**src/rtl/serial_adder_inverter.sv**
```systemverilog
// Bit-serial inverse of a ripple-carry adder: recovers A = {cout,sum} - B - cin,
// LSB first with a registered borrow, behind valid/ready handshakes.
module serial_adder_inverter #(
    parameter int unsigned WIDTH = 3
) (
    input  logic             clk,
    input  logic             rst_n,
    input  logic             in_valid,
    output logic             in_ready,
    input  logic [WIDTH:0]   sum,
    input  logic [WIDTH-1:0] opb,
    input  logic             cin,
    output logic             out_valid,
    input  logic             out_ready,
    output logic [WIDTH-1:0] opa,
    output logic             err
);

    localparam int unsigned SW    = WIDTH + 1;
    localparam int unsigned CNT_W = $clog2(WIDTH + 1);

    typedef enum logic [1:0] {
        IDLE  = 2'd0,
        SHIFT = 2'd1,
        DONE  = 2'd2
    } state_t;

    state_t           state_q,     state_d;
    logic [SW-1:0]    sum_sh_q,    sum_sh_d;
    logic [SW-1:0]    opb_sh_q,    opb_sh_d;
    logic [SW-1:0]    res_q,       res_d;
    logic             borrow_q,    borrow_d;
    logic [CNT_W-1:0] cnt_q,       cnt_d;
    logic             in_ready_q,  in_ready_d;
    logic             out_valid_q, out_valid_d;
    logic [WIDTH-1:0] opa_q,       opa_d;
    logic             err_q,       err_d;

    logic [1:0]       diff;
    logic [SW-1:0]    res_next;

    // State and datapath registers
    always_ff @(posedge clk) begin
        if (!rst_n) begin
            state_q     <= IDLE;
            sum_sh_q    <= '0;
            opb_sh_q    <= '0;
            res_q       <= '0;
            borrow_q    <= 1'b0;
            cnt_q       <= '0;
            in_ready_q  <= 1'b1;
            out_valid_q <= 1'b0;
            opa_q       <= '0;
            err_q       <= 1'b0;
        end else begin
            state_q     <= state_d;
            sum_sh_q    <= sum_sh_d;
            opb_sh_q    <= opb_sh_d;
            res_q       <= res_d;
            borrow_q    <= borrow_d;
            cnt_q       <= cnt_d;
            in_ready_q  <= in_ready_d;
            out_valid_q <= out_valid_d;
            opa_q       <= opa_d;
            err_q       <= err_d;
        end
    end

    // One-bit subtract step; diff[1] set means the step went negative
    always_comb begin
        diff     = {1'b0, sum_sh_q[0]} - {1'b0, opb_sh_q[0]} - {1'b0, borrow_q};
        res_next = {diff[0], res_q[SW-1:1]};
    end

    // Next-state and output logic
    always_comb begin
        state_d     = state_q;
        sum_sh_d    = sum_sh_q;
        opb_sh_d    = opb_sh_q;
        res_d       = res_q;
        borrow_d    = borrow_q;
        cnt_d       = cnt_q;
        in_ready_d  = in_ready_q;
        out_valid_d = out_valid_q;
        opa_d       = opa_q;
        err_d       = err_q;

        case (state_q)
            IDLE: begin
                if (in_valid) begin
                    sum_sh_d   = sum;
                    opb_sh_d   = {1'b0, opb};
                    borrow_d   = cin;
                    cnt_d      = '0;
                    res_d      = '0;
                    in_ready_d = 1'b0;
                    state_d    = SHIFT;
                end
            end
            SHIFT: begin
                res_d    = res_next;
                borrow_d = diff[1];
                sum_sh_d = sum_sh_q >> 1;
                opb_sh_d = opb_sh_q >> 1;
                cnt_d    = cnt_q + CNT_W'(1);
                if (cnt_q == CNT_W'(WIDTH)) begin
                    state_d     = DONE;
                    out_valid_d = 1'b1;
                    opa_d       = res_next[WIDTH-1:0];
                    err_d       = diff[1] | res_next[WIDTH];
                end
            end
            DONE: begin
                // Result held until consumed; no new accept this cycle
                if (out_ready) begin
                    out_valid_d = 1'b0;
                    in_ready_d  = 1'b1;
                    state_d     = IDLE;
                end
            end
            default: begin
                state_d = IDLE;
            end
        endcase
    end

    assign in_ready  = in_ready_q;
    assign out_valid = out_valid_q;
    assign opa       = opa_q;
    assign err       = err_q;

endmodule

```
**config.mk**
```make
export PLATFORM = sky130hd
export DESIGN_NAME = serial_adder_inverter
export DESIGN_NICKNAME = d
export VERILOG_FILES = /design/src/rtl/serial_adder_inverter.sv
export SDC_FILE = /design/constraint.sdc
export NUM_CORES = 1
export LEC_CHECK = 0
export CAP_MARGIN = 20
export CELL_PAD_IN_SITES_DETAIL_PLACEMENT = 1
export CELL_PAD_IN_SITES_GLOBAL_PLACEMENT = 2
export CORE_MARGIN = 2
export CORE_UTILIZATION = 33
export CTS_CLUSTER_SIZE = 24
export DETAILED_ROUTE_END_ITERATION = 8
export GPL_TIMING_DRIVEN = 0
export HOLD_SLACK_MARGIN = 0.02
export PLACE_DENSITY = 0.92
export REMOVE_ABC_BUFFERS = 1
export SLEW_MARGIN = 20
export SYNTH_ARGS = -nofsm -noshare
export SYNTH_HDL_FRONTEND = slang
export SYNTH_SLANG_ARGS = --single-unit
```
**constraint.sdc**
```tcl
create_clock -name clk -period 1.9 [get_ports clk]
set_input_delay 0.38 -clock clk [delete_from_list [all_inputs] [get_ports clk]]
set_output_delay 0.38 -clock clk [all_outputs]
set_load 0.01 [all_outputs]
```
==> results of run 1 <==
-- metal layers --
metal / share of wire, % / wire length [um] / up-vias
met5: 0 / 0 / -
met1: 45 / 813 / 346
li1: - / - / 361
met2: 50 / 919 / 14
met4: 0.88 / 16 / 0
met3: 4.1 / 74 / 2
-- registers in the layout, indices dropped and copies added, names as in the netlist, 2 cells and up --
name      count
cnt_q         2
sum_sh_q      4
opa           3
res_q         3
opb_sh_q      3
state_q       2
-- power breakdown --
part           internal (mW)  switching (mW)
Sequential             0.465          0.0199
Combinational         0.0675          0.0642
Clock                 0.0784           0.137
-- synthesized netlist by cell type, drive strengths merged --
cell type  count  share of area, %
nand2          5               2.0
ha             1               1.3
nand3b         1              0.80
inv            3               1.2
o21ba          1               1.1
nand3          3               1.6
a21boi         4               3.2
clkbuf         2              0.80
dfxtp         21                45
and2           1              0.67
o211a          1               1.1
o221ai         6               9.7
o2bb2ai        1              0.94
nand2b         6               4.0
o21bai         1               1.2
nor2b          8               5.4
buf            4               3.4
a22oi          6               4.8
nor3b          1              0.80
o311a          1               1.1
a21oi          5               2.7
o21ai          1              0.54
nor2           9               3.6
fa             1               2.1
or3b           1              0.94
-- layout by cell type (no fill, tap or decap), types with 3 or more instances in the layout --
| cell | count |
|---|---|
| dfxtp_1 | 21 |
| clkdlybuf4s50_1 | 17 |
| nor2_1 | 9 |
| nor2b_1 | 8 |
| nand2b_1 | 6 |
| o221ai_2 | 6 |
| a22oi_1 | 6 |
| a21oi_1 | 5 |
| nand2_1 | 5 |
| a21boi_1 | 4 |
| inv_1 | 3 |
| nand3_1 | 3 |
| clkbuf_4 | 3 |
-- worst min-delay path: stages, from the launching register on --
cell	delay (ns)
dfxtp_1	0.33
nand2_1	0.05
a21boi_1	0.05
-- per-stage QoR --
stage / cell area [um^2] / std cells / total power, mW
3_3_place_gp: 1100 / 136 / 0.623
5_1_grt: 1130 / 140 / 0.886
4_1_cts: 1130 / 140 / 0.846
6_report: 1130 / 140 / 0.832
3_5_place_dp: 1100 / 136 / 0.629
2_1_floorplan: 895 / 88 / 0.570
-- cells by family (layout without fill, tap and decap cells) --
logic type      count (synthesis)  in the layout  share of synthesized area (%)
buf+inv                         9             24                           5.36
compound gates                 27             27                           26.3
flops                          21             21                           45.0
fa+ha+maj                       2              2                           3.49
simple gates                   35             35                           19.8
-- final cells by class --
cell class	count	area (um^2)	share of cell area, %
Tap cell	31	38.8	3.43
Sequential cell	21	420	37.2
Clock inverter	1	5.00	0.442
Multi-Input combinational cell	64	463	40.9
Clock buffer	3	22.5	1.99
Timing Repair Buffer	17	170	15.0
Inverter	3	11.3	0.996
-- path summary, 6_finish.rpt --
path / depth (start not counted) / startpoint / slack [ns] / to
max: 1 / out_valid / 0.29 / out_valid
min reg2reg: 2 / opa[1] / 0.47 / opa[1]
min: 2 / opa[1] / 0.47 / opa[1]
max reg2reg: 3 / state_q[0] / 0.49 / cnt_q[1]
==> reports/qor.txt, run 1 <==
Outcome = finished, final reports clean
Worst-skew pair later-pin latency = 0.30 ns
Critical Path Sink Type = primary output
DR vias/cell = 5.16
RSZ-0062 raised after global routing = no
Period utilization = 84.6%
H-tree depth = 1
Hold_ws = 0.467 ns
FMAX = 622 MHz
Sequential share of the synthesized area = 45.0%
Setup_tns = 0 ns
CP max-delay cell = clkdlybuf4s50_1
Max-slew headroom = 50.0%
CORE AREA = 2710 um^2
Routed wire per std cell = 13.0 um
DIE AREA = 3270 um^2
Max-cap violations = 0
Arr. time, crit path = 1.23 ns
Pre-CTS setup slack = 0.0139 ns
# fillers = 329
Synth cell types = 27
Clock slew at reported path FFs = 0.12 ns
Crit-path max FO = 3
Met1 usage = 15.6%
First-pass GRT wire length = 3.25 mm
Detail Route Antenna Nets = 0
Synthesized area per cell = 9.93 um^2
Final hold violation count = 0
Input/output buffers = 17
Worst vdd ir = 0.000405 V
Met2 Track Usage GR = 21.5%
CP delay by family, top = buffers and inverters
Number of DRC markers in iteration 0 = 7
IO Pins = 18
Buf/Inv on CP = 1
Clock Skews = 0.00194 ns
Layout cell share with drive strength beyond 1 = 11.0%
CP max stage delay = 0.55 ns
Worst hold path type = flop to flop
Min cycle time layout = 1.61 ns
Ant. Diodes = 0
CTS tree = yes
CTS resizes = 0
Chip Height = 57.2 um
Setup Buffers After CTS = 0
Post-route setup slack = 0.292 ns
Post-Synthesis Cell Area = 933 um^2
Synth-to-Final Area Change = 21.2%
Layout Utilization = 41.7%
GRT met3 Usage = 2.27%
Worst setup SP type = flop
Initial antenna violation count = 0
Via count = 723
All-layer global routing usage = 12.6%
Seq cells post-synth = 21
Drc violations = 0
Drt pass-1 iters = 4
YS warnings = 0
Gr ovfl total = 0
Final #Nets = 124
Slew Viols, Final = 0
Crit-path cells = clkdlybuf4s50_1
Drt total wl = 1.82 mm
Setup CP Type = flop to primary output
Clk root buf = clkbuf_4
Gpl congestion = 0.747
# rows = 19
# setup viols final = 0
PD cells = 735 nW/um^2
Initial Util = 34.4%
Clock buffer depth = 2
Total CTS buffers = 3
Cell count after synthesis = 94
Vias in the first global route = 752
Clk sink count = 21
Dpl hpwl = 1.37 mm
Largest net degree at the start of global routing = 22
Worst Tran Pin Value = 0.747 ns
P_leak = 0.411 nW
Cts hold-fix bufs = 0
CP required = 1.52 ns
Top Usage Layer GRT = met2
Die Span X = 57.2 um
(Power assumes the default switching activity.)
==> inputs of run 2 (changes only) <==
CORE_UTILIZATION = 28   (was 33)
PLACE_DENSITY = 0.84   (was 0.92)
clock period = 1.3 ns   (was 1.9 ns; I/O delays follow)
==> run 2 against run 1 <==
  * Die area rose by 17%
  * Wire length rose by 9.1%
  * Cell count rose by 10%
  * Critical path depth rose by 2
  * First-iteration DRC count rose to 4.0 times the previous value
  * Register-to-register slack got worse by 0.49 ns
  * Via count rose by 0.55%
  * Sequential share of layout area fell by 0.80 points
  * Critical path type is now flop to flop
==> reports/qor.txt, run 2 (synthesis results as in run 1) <==
Outcome = finished, final reports clean
Total CTS buffers = 3 (unchanged)
# setup viols final = 0 (unchanged)
Detail Route Antenna Nets = 0 (unchanged)
Die Span X = 61.7 um (+8.0%)
Drt total wl = 1.99 mm (+9.1%)
Cts hold-fix bufs = 0 (unchanged)
Net Sw Frac = 27.0% (+0.45 points)
Max-slew headroom = 47.6% (-2.5 points)
Layout cell share with drive strength beyond 1 = 20.0% (+9.0 points)
# fillers = 378 (+15%)
All-layer global routing usage = 12.0% (-0.58 points)
Setup CP Type = flop to flop
Clock buffer depth = 2 (unchanged)
Largest net degree at the start of global routing = 22 (unchanged)
Worst hold path type = input pin to flop
Dpl cells = 149 (+9.6%)
Power Total = 1.23 mW (+48%)
PD cells = 1050 nW/um^2 (+43%)
Clock Skews = 0.00139 ns (-0.000549 ns)
Combinational share of power = 16.1% (+0.3 points)
Worst-skew pair later-pin latency = 0.30 ns (about the same)
Commonest non-fill, non-tap cells in the layout = dfxtp_1 (17), nor2_1 (9), clkdlybuf4s50_1 (9)
Gr ovfl total = 0 (unchanged)
RSZ-0062 raised after global routing = yes
Input/output buffers = 17 (unchanged)
CP max-delay cell = fa_1
FMAX = 769 MHz
Crit-path cells = inv_2 > fa_1 > o311a_1
IO Pins = 18 (unchanged)
Crit-path max FO = 2 (-1)
Via count = 727 (+0.55%)
First-pass GRT wire length = 3.31 mm (+1.7%)
Critical Path Sink Type = flop
Period utilization = 100%
Gpl congestion = 0.697 (-6.7%)
Final #Nets = 125 (+0.81%)
Number of DRC markers in iteration 0 = 28 (+21)
Worst Tran Pin Value = 0.787 ns (+0.0391 ns)
Worst Setup SP = opb_sh_q[0]
Arr. time, crit path = 1.50 ns (+0.27 ns)
Worst vdd ir = 0.000734 V (+81%)
# rows = 20 (+1)
Drt pass-1 iters = 4 (unchanged)
CTS tree = yes
Layout Utilization = 37.7% (-4.0 points)
Most flops, register = sum_sh_q
DIE AREA = 3810 um^2 (+17%)
Clk sink count = 21 (unchanged)
H-tree depth = 1 (unchanged)
Psw = 0.332 mW (+50%)
Most common cell after layout, fill and taps aside = dfxtp_1
Worst setup SP type = flop
CORE AREA = 3100 um^2 (+14%)
Int Pwr = 0.896 mW (+47%)
Slew Viols, Final = 0 (unchanged)
Setup_tns = 0 ns (unchanged)
Min cycle time layout = 1.30 ns
Dpl hpwl = 1.45 mm (+5.7%)
Routed wire per std cell = 12.9 um (-0.82%)
Synth-to-Final Area Change = 25.3%
Clk pwr share = 25.8% (about the same)
Max-cap violations = 0 (unchanged)
CP required = 1.50 ns (-0.02 ns)
Clk root buf = clkbuf_4
DR vias/cell = 4.72 (-8.6%)
Chip Height = 61.7 um (+8.0%)
Final hold violation count = 0 (unchanged)
CP max stage delay = 0.48 ns (-0.07 ns)
Hold path start = in_valid
Drc violations = 0 (unchanged)
Initial antenna violation count = 0 (unchanged)
Vias in the first global route = 715 (-4.9%)
Clock slew at reported path FFs = 0.12 ns (about the same)
Initial Util = 30.1% (-4.4 points)
FF-to-FF Start = opb_sh_q[0]
Seq pwr share = 58.1% (-0.2 points)
Ant. Diodes = 0 (unchanged)
P_leak = 0.442 nW (+7.5%)
Final std cells w/o fill = 154 (+10%)
Max FFs per register = 4 (unchanged)
run 2: worst paths after layout:
path,end,slack [ns],cells past startpoint
worst max-delay path,err,0.0004,3
worst min-delay path,state_q[0],0.44,3
worst max register to register,err,0.0004,3
worst min register to register,opa[2],0.46,2
run 2: worst max-delay path: cells and delay by family (launching register included):
kind	cells	cell delay [ns]
fa+ha+maj	1	0.48
buf+inv	1	0.04
flops	1	0.34
compound gates	1	0.34
run 2: power by group through the flow:
stage	sequential [mW]	clock (mW)	combinational, mW
after floorplan	0.718	0	0.115
after global placement	0.722	0	0.191
after detailed placement	0.724	0	0.202
after CTS	0.712	0.334	0.202
after global routing	0.719	0.350	0.223
final	0.714	0.317	0.197
run 2: cell type report:
cell class	instances	area [um^2]	area share [%]
Clock buffer	3	22.5	1.93
Multi-Input combinational cell	64	483	41.3
Inverter	3	11.3	0.963
Tap cell	44	55.1	4.71
Clock inverter	1	5.00	0.428
Sequential cell	21	425	36.4
Timing Repair Buffer	18	168	14.3
run 2: repair_timing:
action	in CTS	in global routing
endpoints found under the setup margin	21	2
endpoints found under the hold margin	0	0
buffers inserted	0	1
gates resized for setup	17	1
run 2: metrics by stage:
step                      hold slack [ns]  setup slack [ns]  area [um^2]
after floorplan                     0.340            0.0628          895
after global placement              0.442            -0.449         1120
after detailed placement            0.447            -0.498         1120
after CTS                           0.431          -0.00964         1150
after global routing                0.463           -0.0210         1170
final                               0.440          0.000371         1170
run 2: per-layer routing:
layer / up-vias / part of all wire, % / global-route usage [%]
met3: 2 / 4.9 / 3.73
li1: 365 / - / -
met2: 17 / 50 / 20.5
met1: 343 / 44 / 14.9
met5: - / 0 / 0
met4: 0 / 0.85 / 2.74
